[src/rtl/led_seg_scan_ctrl_pkg.sv]
// led_seg_scan_ctrl_pkg: segment bit positions, hex-to-7-segment table and slot phase type
package led_seg_scan_ctrl_pkg;
  localparam int SEG_A = 0;
  localparam int SEG_G = 6;
  localparam int SEG_DP = 7;
  localparam logic [15:0][6:0] HEX7 = {
    7'h71, 7'h79, 7'h5E, 7'h39, 7'h7C, 7'h77, 7'h6F, 7'h7F,
    7'h07, 7'h7D, 7'h6D, 7'h66, 7'h4F, 7'h5B, 7'h06, 7'h3F
  };
  typedef enum logic [1:0] {PH_DEAD, PH_LIT, PH_DARK} phase_e;
endpackage

[src/rtl/led_seg_scan_ctrl_if.sv]
// led_seg_scan_ctrl_if: display-data inputs and LED pin outputs of the scan controller
interface led_seg_scan_ctrl_if #(
  parameter int DIGITS = 8,
  parameter int PWM_BITS = 4
);
  logic [4*DIGITS-1:0] digits_in;
  logic [DIGITS-1:0]   dp_in;
  logic [DIGITS-1:0]   blank_in;
  logic [PWM_BITS-1:0] brightness;
  logic                update;
  logic [7:0]          seg_data;
  logic [DIGITS-1:0]   seg_sel;
  logic                frame_done;
  modport master (
    output digits_in, dp_in, blank_in, brightness, update,
    input  seg_data, seg_sel, frame_done
  );
  modport slave (
    input  digits_in, dp_in, blank_in, brightness, update,
    output seg_data, seg_sel, frame_done
  );
endinterface

[src/rtl/led_seg_scan_ctrl_seg_decoder.sv]
// seg_decoder: 4-bit binary to active-high 7-segment pattern {g..a}
module seg_decoder
  import led_seg_scan_ctrl_pkg::*;
(
  input  logic [3:0] bin_i,
  output logic [6:0] seg_o
);
  assign seg_o = HEX7[bin_i];
endmodule

[src/rtl/led_seg_scan_ctrl.sv]
// led_seg_scan_ctrl: double-buffered multiplexed 7-segment scanner with dead time and PWM dimming
module led_seg_scan_ctrl
  import led_seg_scan_ctrl_pkg::*;
#(
  parameter int DIGITS = 8,
  parameter int SCAN_DIV = 1024,
  parameter int DEAD_CYCLES = 16,
  parameter int PWM_BITS = 4,
  parameter int SEL_ACTIVE_LOW = 1,
  parameter int SEG_ACTIVE_LOW = 0
) (
  input logic clk,
  input logic rst,
  led_seg_scan_ctrl_if.slave bus
);
  localparam int CNT_W = $clog2(SCAN_DIV);
  localparam int IDX_W = DIGITS > 1 ? $clog2(DIGITS) : 1;
  localparam logic SEL_INV = SEL_ACTIVE_LOW != 0;
  localparam logic SEG_INV = SEG_ACTIVE_LOW != 0;

  logic [CNT_W-1:0] cnt_q, cnt_d;
  logic [IDX_W-1:0] idx_q, idx_d;
  logic pending_q, pending_d;
  logic [DIGITS-1:0][3:0] stg_dig_q, stg_dig_d, sh_dig_q, sh_dig_d;
  logic [DIGITS-1:0] stg_dp_q, stg_dp_d, stg_blank_q, stg_blank_d;
  logic [DIGITS-1:0] sh_dp_q, sh_dp_d, sh_blank_q, sh_blank_d;
  logic [DIGITS-1:0] sel_q, sel_d;
  logic [7:0] data_q, data_d, data_raw;
  logic fd_q, fd_d, slot_end, boundary, lit;
  logic [6:0] seg;
  phase_e phase;

  seg_decoder u_dec (.bin_i(sh_dig_q[idx_q]), .seg_o(seg));

  always_ff @(posedge clk) begin
    if (rst) begin
      cnt_q <= '0;
      idx_q <= '0;
      pending_q <= 1'b0;
      stg_dig_q <= '0;
      stg_dp_q <= '0;
      stg_blank_q <= '0;
      sh_dig_q <= '0;
      sh_dp_q <= '0;
      sh_blank_q <= '1;
      sel_q <= {DIGITS{SEL_INV}};
      data_q <= {8{SEG_INV}};
      fd_q <= 1'b0;
    end else begin
      cnt_q <= cnt_d;
      idx_q <= idx_d;
      pending_q <= pending_d;
      stg_dig_q <= stg_dig_d;
      stg_dp_q <= stg_dp_d;
      stg_blank_q <= stg_blank_d;
      sh_dig_q <= sh_dig_d;
      sh_dp_q <= sh_dp_d;
      sh_blank_q <= sh_blank_d;
      sel_q <= sel_d;
      data_q <= data_d;
      fd_q <= fd_d;
    end
  end

  always_comb begin
    slot_end = cnt_q == CNT_W'(SCAN_DIV - 1);
    boundary = slot_end && idx_q == IDX_W'(DIGITS - 1);
    cnt_d = slot_end ? '0 : cnt_q + CNT_W'(1);
    idx_d = !slot_end ? idx_q : boundary ? '0 : idx_q + IDX_W'(1);
    phase = cnt_q < CNT_W'(DEAD_CYCLES) ? PH_DEAD :
            cnt_q[PWM_BITS-1:0] < bus.brightness ? PH_LIT : PH_DARK;
    // an update landing on the boundary bypasses staging and goes straight to the shadow
    {stg_dig_d, stg_dp_d, stg_blank_d} = bus.update && !boundary ?
      {bus.digits_in, bus.dp_in, bus.blank_in} : {stg_dig_q, stg_dp_q, stg_blank_q};
    {sh_dig_d, sh_dp_d, sh_blank_d} = !boundary ? {sh_dig_q, sh_dp_q, sh_blank_q} :
      bus.update ? {bus.digits_in, bus.dp_in, bus.blank_in} :
      pending_q ? {stg_dig_q, stg_dp_q, stg_blank_q} : {sh_dig_q, sh_dp_q, sh_blank_q};
    pending_d = boundary ? 1'b0 : pending_q | bus.update;
    lit = phase == PH_LIT && !sh_blank_q[idx_q];
    data_raw = '0;
    data_raw[SEG_G:SEG_A] = seg;
    data_raw[SEG_DP] = sh_dp_q[idx_q];
    sel_d = (lit ? DIGITS'(1) << idx_q : '0) ^ {DIGITS{SEL_INV}};
    data_d = (lit ? data_raw : 8'h00) ^ {8{SEG_INV}};
    fd_d = boundary;
  end

  assign bus.seg_sel = sel_q;
  assign bus.seg_data = data_q;
  assign bus.frame_done = fd_q;
endmodule

[src/flat_wrapper.sv]
// flat-port wrapper written by rule: the top's interface ports become plain ports
module led_seg_scan_ctrl_flat import led_seg_scan_ctrl_pkg::*;
#(
  parameter int DIGITS = 8,
  parameter int SCAN_DIV = 1024,
  parameter int DEAD_CYCLES = 16,
  parameter int PWM_BITS = 4,
  parameter int SEL_ACTIVE_LOW = 1,
  parameter int SEG_ACTIVE_LOW = 0
)
  (clk, rst, bus_digits_in, bus_dp_in, bus_blank_in, bus_brightness, bus_update, bus_seg_data, bus_seg_sel, bus_frame_done);
  led_seg_scan_ctrl_if #(.DIGITS(DIGITS), .PWM_BITS(PWM_BITS)) bus_i ();
  input logic clk;
  input logic rst;
  input wire logic [$bits(bus_i.digits_in)-1:0] bus_digits_in;
  input wire logic [$bits(bus_i.dp_in)-1:0] bus_dp_in;
  input wire logic [$bits(bus_i.blank_in)-1:0] bus_blank_in;
  input wire logic [$bits(bus_i.brightness)-1:0] bus_brightness;
  input wire logic [$bits(bus_i.update)-1:0] bus_update;
  output wire logic [$bits(bus_i.seg_data)-1:0] bus_seg_data;
  output wire logic [$bits(bus_i.seg_sel)-1:0] bus_seg_sel;
  output wire logic [$bits(bus_i.frame_done)-1:0] bus_frame_done;
  assign bus_i.digits_in = bus_digits_in;
  assign bus_i.dp_in = bus_dp_in;
  assign bus_i.blank_in = bus_blank_in;
  assign bus_i.brightness = bus_brightness;
  assign bus_i.update = bus_update;
  assign bus_seg_data = bus_i.seg_data;
  assign bus_seg_sel = bus_i.seg_sel;
  assign bus_frame_done = bus_i.frame_done;
  led_seg_scan_ctrl #(.DIGITS(DIGITS), .SCAN_DIV(SCAN_DIV), .DEAD_CYCLES(DEAD_CYCLES), .PWM_BITS(PWM_BITS), .SEL_ACTIVE_LOW(SEL_ACTIVE_LOW), .SEG_ACTIVE_LOW(SEG_ACTIVE_LOW)) u_core (.clk(clk), .rst(rst), .bus(bus_i));
endmodule
[config.mk]
export PLATFORM = sky130hd
export DESIGN_NAME = led_seg_scan_ctrl_flat
export DESIGN_NICKNAME = d
export VERILOG_FILES = /design/src/rtl/led_seg_scan_ctrl_pkg.sv /design/src/rtl/led_seg_scan_ctrl_if.sv /design/src/rtl/led_seg_scan_ctrl_seg_decoder.sv /design/src/rtl/led_seg_scan_ctrl.sv /design/src/flat_wrapper.sv
export SDC_FILE = /design/constraint.sdc
export NUM_CORES = 1
export LEC_CHECK = 0
export ABC_AREA = 0
export BUFFER_PORTS_ARGS = -buffer_cell sky130_fd_sc_hd__buf_4
export CAP_MARGIN = 20
export CORE_MARGIN = 3
export CORE_UTILIZATION = 52
export DETAILED_ROUTE_END_ITERATION = 8
export PLACE_DENSITY_LB_ADDON = 0.05
export RECOVER_POWER = 50
export SYNTH_ARGS = -nofsm -noshare
export SYNTH_HDL_FRONTEND = slang
export SYNTH_SLANG_ARGS = --single-unit
[constraint.sdc]
create_clock -name clk -period 2.3 [get_ports clk]
set_input_delay 0 -clock clk [delete_from_list [all_inputs] [get_ports clk]]
set_output_delay 0 -clock clk [all_outputs]
set_load 0.02 [all_outputs]
## Yosys cells after proc, flatten, opt, wreduce, memory -nomap -nowiden

Memory sizes are Yosys's and may differ from the RTL's. A register that Yosys moved wholly into a read port is not among the register bits.
Cells that the tools add are included.

- Add/sub/neg operators: 2
- Order comparisons: 4
- Equal/unequal tests: 3
- Shift operators: 1
- Mux-type cells: 13
- Bitwise operators: 3
- Reductions and logical operators: 10

Operator list:

| kind | count |
|---|---|
| $mux W48 | 2 |
| $bmux W4 S3 | 1 |
| $add A10 B1 Y10 const B | 1 |
| $eq A10 B10 Y1 const B | 1 |
| $lt A10 B5 Y1 const B | 1 |
| $mux W8 | 1 |
| $not A8 Y8 | 1 |
| $shl A1 B3 Y8 const A | 1 |
| $mux W7 | 1 |
| $bmux W1 S3 | 2 |
| $reduce_or A2 Y1 | 3 |
| $lt A4 B5 Y1 const B | 1 |
| $lt A3 B4 Y1 const B | 1 |
| $lt A4 B4 Y1 | 1 |
| $mux W2 | 2 |
| $mux W4 | 1 |
| $add A3 B1 Y3 const B | 1 |
| $eq A3 B3 Y1 const B | 1 |
| $logic_and A1 B1 Y1 | 3 |
| $mux W3 | 1 |
| $eq A2 B1 Y1 const B | 1 |
| $logic_not A1 Y1 | 2 |
| $mux W1 | 2 |
| $reduce_and A2 Y1 | 1 |
| 3 further kinds | 3 |

- Register bits after elaboration: 127
- ROM bits: 112
- Input port bits: 55
- Word-level logic and storage cells: 63
- Memories kept: 1

Memories:

| name | depth | width | read ports | clocked after Yosys merged registers in | write ports | RTL line | text |
|---|---|---|---|---|---|---|---|
| (no name shown) | 16 | 7 | 1 | 1 | 0 | led_seg_scan_ctrl_seg_decoder.sv:8 | `assign seg_o = HEX7[bin_i];` |

## Logic depth before layout (Yosys ltp)

Gate-level depths: netlist of run 1.

- Depth in word-level cells: 7
- Gate-level depth with buffers: 10
- Gate-level depth less buffers: 8

## Hierarchy

From an unflattened synthesis of run 1, not the netlist that was laid out.

- Cells, all modules: 616
- Area total of the unflattened synthesis: 5627.9 um^2

Modules (own cells, without submodules):

| module | times used | cells an instance | area an instance (um^2) |
|---|---|---|---|
| led_seg_scan_ctrl | 1 | 583 | 5340.1 |
| seg_decoder | 1 | 33 | 287.8 |

## Least setup slack after synthesis of run 1

No wires, ideal clock.

- Path type: flip-flop to flip-flop
- Start: register u_core.idx_q[1]
- End: register u_core.data_q[3] (netlist: u_core.bus.seg_data[3])
- Setup time: 0.086 ns
- Arrival: 2.239 ns
- Data required time: 2.214 ns
- Path slack: -0.025 ns
- Cell stages (with the launch flop): 9
- Path buffers: 1
- Cell sequence: dfxtp_1 buf_2 mux4_2 nand2_1 and2_1 inv_1 ha_1 mux2_1 a211oi_1

- Word-level cells in the longest chain between the ends: 6
- Elaborated cells on any way between the ends: 8

Ends and longest elaborated chain:

| element | RTL line | text |
|---|---|---|
| start: declaration | led_seg_scan_ctrl.sv:22 | `logic [IDX_W-1:0] idx_q, idx_d;` |
| start signal: assignment | led_seg_scan_ctrl.sv:51 | `idx_q <= idx_d;` |
| $bmux W1 S3 | led_seg_scan_ctrl.sv:79 | `lit = phase == PH_LIT && !sh_blank_q[idx_q];` |
| $mux W1 (implied by the code) | led_seg_scan_ctrl.sv:79 |  |
| $logic_not A1 Y1 | led_seg_scan_ctrl.sv:79 |  |
| $logic_and A1 B1 Y1 | led_seg_scan_ctrl.sv:79 |  |
| $not A1 Y1 (no line) | n/a |  |
| $reduce_or A2 Y1 (no line) | n/a |  |
| end: declaration | led_seg_scan_ctrl.sv:28 | `logic [7:0] data_q, data_d, data_raw;` |

Several ways; a longest one is shown, not always the timed one. The select of a mux whose other input is x is not followed.
A chain may end at the register's enable or synchronous reset.

## Final worst setup path of run 1

- Start: register u_core.idx_q[0]
- End: register u_core.data_q[5] (netlist: u_core.bus.seg_data[5])

The elaborated chain is that of the path after synthesis.

==> flow_metrics.tcl, run 1 <==
set metrics [dict create \
    min_period_over_period_pct 93.05 \
    setup_viol 0 \
    wl_um 12460 \
    ant_nets 0 \
    p_comb_share_pct 6.7 \
    htree_levels 4 \
    synth_nets 672 \
    cts_tree "built" \
    seqPwrFrac_pct 40.1 \
    finalWeightedCongestion 0.8093 \
    cts.sinks 127 \
    p_clk_share_pct 53.3 \
    syn_inst 600 \
    antenna_cells 0 \
    grt_usage_pct 22.04 \
    gr-total-overflow 0 \
    ys_ff_latch 127 \
    p_leak_nw 2.978 \
    reg2reg_to "u_core.bus.seg_data[5]$_SDFF_PP0_" \
    drc_errors 0 \
    power.density_nw_per_um2 777.2 \
    maxSlewHeadroom_pct 56.66 \
    fin_skew_ns 0.007945 \
    cts_buffer_depth 2 \
    ys.flop_type "dfxtp_1" \
    holdPathStages 3 \
    wl_per_cell_um 14.43 \
    path_max_fanout 10 \
    holdWs_ns 0.08629 \
    die_x_um 109.2 \
    synthArstFlopShare_pct 0 \
    p_sw_share_pct 21.14 \
    hold_start "bus_update" \
    synth-edff-count 0 \
    grt_pass1_vias 4375 \
    via_per_inst 5.261 \
    rsz0062_at_grt "false" \
    fmax_mhz 467.3 \
    r2r-start "u_core.idx_q[0]$_SDFFE_PP0P_" \
    clk_transition_reported_paths_ns 0.06 \
    dieArea_sq_um 11920 \
    criticalPathCategory "flip-flop to flip-flop" \
    cp-start-kind "flip-flop" \
    max-cap-violations 0 \
    numCtsBuffers 17 \
    start_util_pct 53.63 \
    hold_end "u_core.sh_dp_q[4]$_SDFFE_PP0P_" \
    run_status "finished, final reports clean" \
    clock-root-buffer "clkbuf_8" \
    hpwl_um 8065 \
    period_needed_ns 2.140 \
    finalSetupTns_ns 0 \
    endpoint_kind "flip-flop" \
    worstPathArrival_ns 2.60 \
    antenna_found_initial 0 \
    firstDrtPassIters 4 \
    intPower_mw 4.492 \
    ys_seq_area_share_pct 45.92 \
    final_nets 786 \
    power_mw 5.695 \
    grt_first_pass_wirelength_um 20450 \
    tightest_slew_ns 0.6500 \
    ioPinCount 72 \
    fp-row-count 37 \
    synthToLayoutAreaGrowth_pct 32.36 \
    coreArea_sq_um 10320 \
    synth_area_sq_um 5537 \
    power_switching_mw 1.204 \
    num_vias 4540 \
    synth_warnings 0 \
    drt_iter0_markers 279 \
    grt_start_max_net_pins 64 \
    ys_types 38 \
    regToRegSetupSlack_ns 0.16 \
    slew_viol_final 0 \
    layout-drive-gt1-share_pct 17.33 \
    finalHoldViolCount 0 \
    syn_area_per_cell_sq_um 9.228 \
    worst-r2r-cell-count 6 \
    clk_latency_ns 0.52 \
    crit_required_ns 2.76 \
    ir_drop_mv 0.5230 \
    min_path_type "input port to flip-flop" \
    die_h_um 109.2 \
    portBuffers 71 \
]
==> cell type report <==
type	count	area (sq um)
Timing Repair Buffer	140	1130
Clock inverter	13	234.0
Clock buffer	19	441.7
Tap cell	136	170.2
Sequential cell	127	2545
Inverter	11	41.29
Fill cell	795	2995
Multi-Input combinational cell	417	2766
==> critical path, stage by stage (launching register included) <==
cell and delay (ns):
dfxtp_2 0.38, buf_4 0.18, clkbuf_1 0.16, mux4_2 0.51
mux2i_1 0.26, o211a_1 0.37, o221a_1 0.23
==> worst max path at each step <==
stage,startpoint,to,cells after the start
finish,u_core.idx_q[0]$_SDFFE_PP0P_,u_core.bus.seg_data[5]$_SDFF_PP0_,6
detailed placement,u_core.idx_q[1]$_SDFFE_PP0P_,u_core.sh_dig_q[23]$_SDFFE_PP0P_,8
global route,u_core.idx_q[1]$_SDFFE_PP0P_,u_core.bus.seg_data[3]$_SDFF_PP0_,7
CTS,u_core.idx_q[1]$_SDFFE_PP0P_,u_core.sh_blank_q[2]$_SDFFE_PP1P_,6
floorplan,u_core.idx_q[0]$_SDFFE_PP0P_,u_core.bus.seg_data[3]$_SDFF_PP0_,9
global placement,u_core.idx_q[0]$_SDFFE_PP0P_,u_core.bus.seg_data[3]$_SDFF_PP0_,5
==> routing by layer <==
layer	wire (um)	track usage, %
met3	637	5.861
met1	5549	27.27
met2	6008	36.49
met5	0	0
met4	259	8.994
==> cell usage in the layout, fill, tap and decap left out, drive strengths merged <==
cell type / Yosys / layout
and3: 3 / 3
clkbuf: 27 / 38
mux2i: 56 / 56
clkinvlp: 0 / 3
o211ai: 1 / 1
nand2: 109 / 109
buf: 18 / 72
dfxtp: 127 / 127
clkinv: 0 / 3
and2: 3 / 3
bufinv: 0 / 6
o31a: 1 / 1
xor2: 6 / 6
nor2b: 4 / 4
a21oi: 52 / 52
or2: 3 / 3
nor3b: 2 / 2
a211o: 8 / 8
mux2: 1 / 1
nand3: 11 / 11
inv: 11 / 12
ha: 17 / 17
mux4: 12 / 12
or4: 1 / 1
and4: 2 / 2
a21o: 1 / 1
o221a: 1 / 1
o211a: 1 / 1
nor2: 69 / 69
xnor2: 2 / 2
a211oi: 45 / 45
nand4: 1 / 1
nand2b: 2 / 2
nor3: 3 / 3
dlygate4sd3: 0 / 49
==> cells by family after synthesis <==
kind of cell / after synthesis / synth area share (%)
compound gates: 110 / 12.88
fa+ha+maj: 17 / 3.842
flops: 127 / 45.92
buf+inv: 56 / 4.407
mux: 69 / 15.66
xor+xnor: 8 / 1.266
simple gates: 213 / 16.02
==> what timing repair did <==
item | 4_1_cts | 5_1_grt
resized for setup | 0 | 6
hold buffers | 49 | 0
endpoints found under the setup margin | 0 | 77
hold endpoints to repair | 98 | 0
setup buffers | 0 | 2
==> through the flow <==
| stage | instances | cell area, sq um | setup WS, ns | utilization [%] |
|---|---|---|---|---|
| detailed placement | 780 | 6192 | 0.04146 | 59.98 |
| floorplan | 600 | 5539 | 0.02023 | - |
| global placement | 780 | 6192 | 0.1299 | 59.98 |
| global route | 863 | 7328 | 0.03075 | 70.99 |
| finish | 863 | 7328 | 0.1600 | 70.99 |
| CTS | 861 | 7358 | 0.05210 | 71.28 |
==> cells in the mapped netlist, types with 6 or more instances <==
cell	n	area share (%)
mux4_2	12	4.9
nor2_1	69	4.7
dfxtp_1	127	46
a21oi_1	52	4.7
nand3_1	11	0.99
a211o_1	8	1.3
nand2_1	109	7.4
clkbuf_1	27	1.8
xor2_1	6	0.95
ha_1	17	3.8
a211oi_1	45	6.1
buf_2	12	1.1
mux2i_1	54	9.8
inv_1	10	0.68
==> state kept, by name, summed over array words and instances, names as in the netlist <==
name,count
u_core.sh_dp_q,8
u_core.bus.seg_data,8
u_core.bus.frame_done,1
u_core.stg_dig_q,32
u_core.idx_q,3
u_core.stg_blank_q,8
u_core.sh_dig_q,32
u_core.cnt_q,10
u_core.sh_blank_q,8
u_core.pending_q,1
u_core.stg_dp_q,8
u_core.bus.seg_sel,8
==> power groups by stage <==
stage	registers (mW)	logic (mW)	clock network (mW)
after floorplan	2.32	0.188	0
after global placement	2.33	0.307	0
after detailed placement	2.33	0.315	0
after CTS	2.28	0.382	3.08
after global routing	2.29	0.420	3.17
final	2.28	0.380	3.03
Power figures use the tool's default switching activity.
==> run 2, diff against run 1 <==
Settings changed: BUFFER_PORTS_ARGS -buffer_cell sky130_fd_sc_hd__buf_4 to -buffer_cell sky130_fd_sc_hd__buf_2, CORE_MARGIN 3 to default, GPL_TIMING_DRIVEN from default to 0.
==> run 2 against run 1 <==
- flip-flop and latch count did not move
- utilization fell by 0.46 points
- via count rose by 3.6%
- clock skew rose by 0.00082 ns
- non-clock buffer count rose by 32
- total power fell by 7.1%
- hold slack improved by 0.11 ns
- sequential power barely moved
- die area fell by 7.2%
- routed wire length rose by 7.7%
- critical path depth did not move
==> flow_metrics.tcl, run 2 (synthesis gave the netlist of run 1 again) <==
set metrics [dict create \
    p_leak_nw 2.954 \
    crit_required_ns 2.72 \
    cp-start-kind "flip-flop" \
    fp-row-count 37 \
    min_path_type "input port to flip-flop" \
    ant_nets 0 \
    antenna_found_initial 0 \
    setup_viol 0 \
    grt_start_max_net_pins 17 \
    hold_start "rst" \
    power.density_nw_per_um2 726.6 \
    clk_latency_ns 0.52 \
    final_nets 818 \
    ioPinCount 72 \
    grt_pass1_vias 4572 \
    path_max_fanout 6 \
    r2r-start "u_core.idx_q[0]$_SDFFE_PP0P_" \
    grt_first_pass_wirelength_um 21930 \
    finalHoldViolCount 0 \
    cts_buffer_depth 2 \
    antenna_cells 0 \
    top_regs "u_core.sh_dig_q x32, u_core.stg_dig_q x32, u_core.cnt_q x10" \
    drt_iter0_markers 185 \
    criticalPathCategory "flip-flop to flip-flop" \
    postPlaceCellArea_sq_um 6055 \
    slew_viol_final 0 \
    hold_end "u_core.sh_dig_q[14]$_SDFFE_PP0P_" \
    final_common_cell "dfxtp_1" \
    start_util_pct 53.63 \
    placed_cells 805 \
    drc_errors 0 \
    maxSlewHeadroom_pct 45.97 \
    min_period_over_period_pct 96.92 \
    clk_transition_reported_paths_ns 0.06 \
    stdcell_area_sq_um 7281 \
    tightest_slew_ns 0.8105 \
    wl_um 13410 \
    p_sw_share_pct 22.83 \
    regToRegSetupSlack_ns 0.07 \
    fin_skew_ns 0.008765 \
    intPower_mw 4.082 \
    gr-total-overflow 0 \
    final_cell_mix "125 x dfxtp_1, 108 x nand2_1, 68 x nor2_1, 58 x buf_2, 54 x mux2i_1" \
    max-cap-violations 0 \
    numCtsBuffers 17 \
    worst-r2r-cell-count 6 \
    grt_usage_pct 25.53 \
    reg2reg_to "u_core.bus.seg_data[2]$_SDFF_PP0_" \
    wl_per_cell_um 14.99 \
    ir_drop_mv 0.6890 \
    synthToLayoutAreaGrowth_pct 31.50 \
    layout-drive-gt1-share_pct 18.71 \
    hpwl_um 8988 \
    power_mw 5.291 \
    firstDrtPassIters 6 \
    fmax_mhz 448.6 \
    coreArea_sq_um 10320 \
    htree_levels 4 \
    dieArea_sq_um 11060 \
    cts.sinks 127 \
    cts_tree "built" \
    run_status "finished, final reports clean" \
    p_clk_share_pct 49.9 \
    die_x_um 105.2 \
    power_switching_mw 1.208 \
    p_comb_share_pct 7.0 \
    layout.cells.non_filler 895 \
    worstPathArrival_ns 2.65 \
    finalWeightedCongestion 0.8200 \
    holdPathStages 3 \
    endpoint_kind "flip-flop" \
    portBuffers 69 \
    via_per_inst 5.254 \
    die_h_um 105.2 \
    period_needed_ns 2.229 \
    num_vias 4702 \
    clock-root-buffer "clkbuf_8" \
    seqPwrFrac_pct 43.1 \
]
[run 2: cell types whose count changed in the layout (fill, tap and decap cells not counted), sizes merged]
cell / change
clkbuf: +32
inv: -1
bufinv: -3
clkinv: +4
[run 2: layout make-up]
cell class / instances / area, sq um
plain buffers: 44 / 229.0
clock inverters: 13 / 166.4
flip-flops and latches: 127 / 2547
multi-input cells: 417 / 2803
well taps: 136 / 170.2
clock buffers: 19 / 421.7
repair buffers: 128 / 902.1
fillers: 810 / 3043
inverters: 11 / 41.29
[run 2: repair_timing]
action / CTS / global route
hold endpoints to repair: 97 / 0
setup buffers: 3 / 7
gates resized for setup: 8 / 25
pin swaps: 0 / 0
hold buffers: 49 / 0
setup endpoints to repair: 55 / 73
[run 2: worst max-delay path by stage]
stage / startpoint / to / slack (ns)
CTS: u_core.idx_q[0]$_SDFFE_PP0P_ / u_core.bus.seg_data[3]$_SDFF_PP0_ / 0.004
global route: u_core.idx_q[0]$_SDFFE_PP0P_ / u_core.bus.seg_data[1]$_SDFF_PP0_ / -0.01
detailed placement: u_core.idx_q[1]$_SDFFE_PP0P_ / u_core.bus.seg_data[3]$_SDFF_PP0_ / -0.41
floorplan: u_core.idx_q[0]$_SDFFE_PP0P_ / u_core.bus.seg_data[3]$_SDFF_PP0_ / 0.02
finish: u_core.idx_q[0]$_SDFFE_PP0P_ / u_core.bus.seg_data[2]$_SDFF_PP0_ / 0.07
global placement: u_core.idx_q[1]$_SDFFE_PP0P_ / u_core.bus.seg_data[3]$_SDFF_PP0_ / -0.40
[run 2: per-stage QoR]
step / util, % / hold WS [ns] / worst slack [ns] / setup TNS, ns
final: 70.52 / 0.1915 / 0.07084 / 0
after global routing: 70.52 / 0.2382 / -0.01081 / -0.01081
after CTS: 69.51 / 0.1790 / 0.003663 / 0
after detailed placement: 58.65 / 0.2603 / -0.4066 / -4.378
after global placement: 58.65 / 0.2503 / -0.3956 / -2.138
after floorplan: - / 0.1360 / 0.02023 / 0
[run 2: per-layer routing]
layer  global-route usage, %  wire length (um)
met2                   44.69              6737
met3                   5.989               504
met4                   8.249               164
met1                   30.72              6007
met5                       0                 0
[run 2: power by group through the flow]
stage               combinational, mW  sequential (mW)  clock (mW)
floorplan                       0.188             2.32           0
global placement                0.290             2.33           0
detailed placement              0.301             2.33           0
CTS                             0.365             2.28        2.67
global route                    0.409             2.29        2.78
finish                          0.370             2.28        2.64
[run 2: critical path, stage by stage (launching register included)]
cell and delay, ns:
dfxtp_2 0.35, buf_6 0.11, buf_4 0.18, mux4_2 0.52, mux2i_1 0.28, o211ai_1 0.37, a211oi_1 0.30
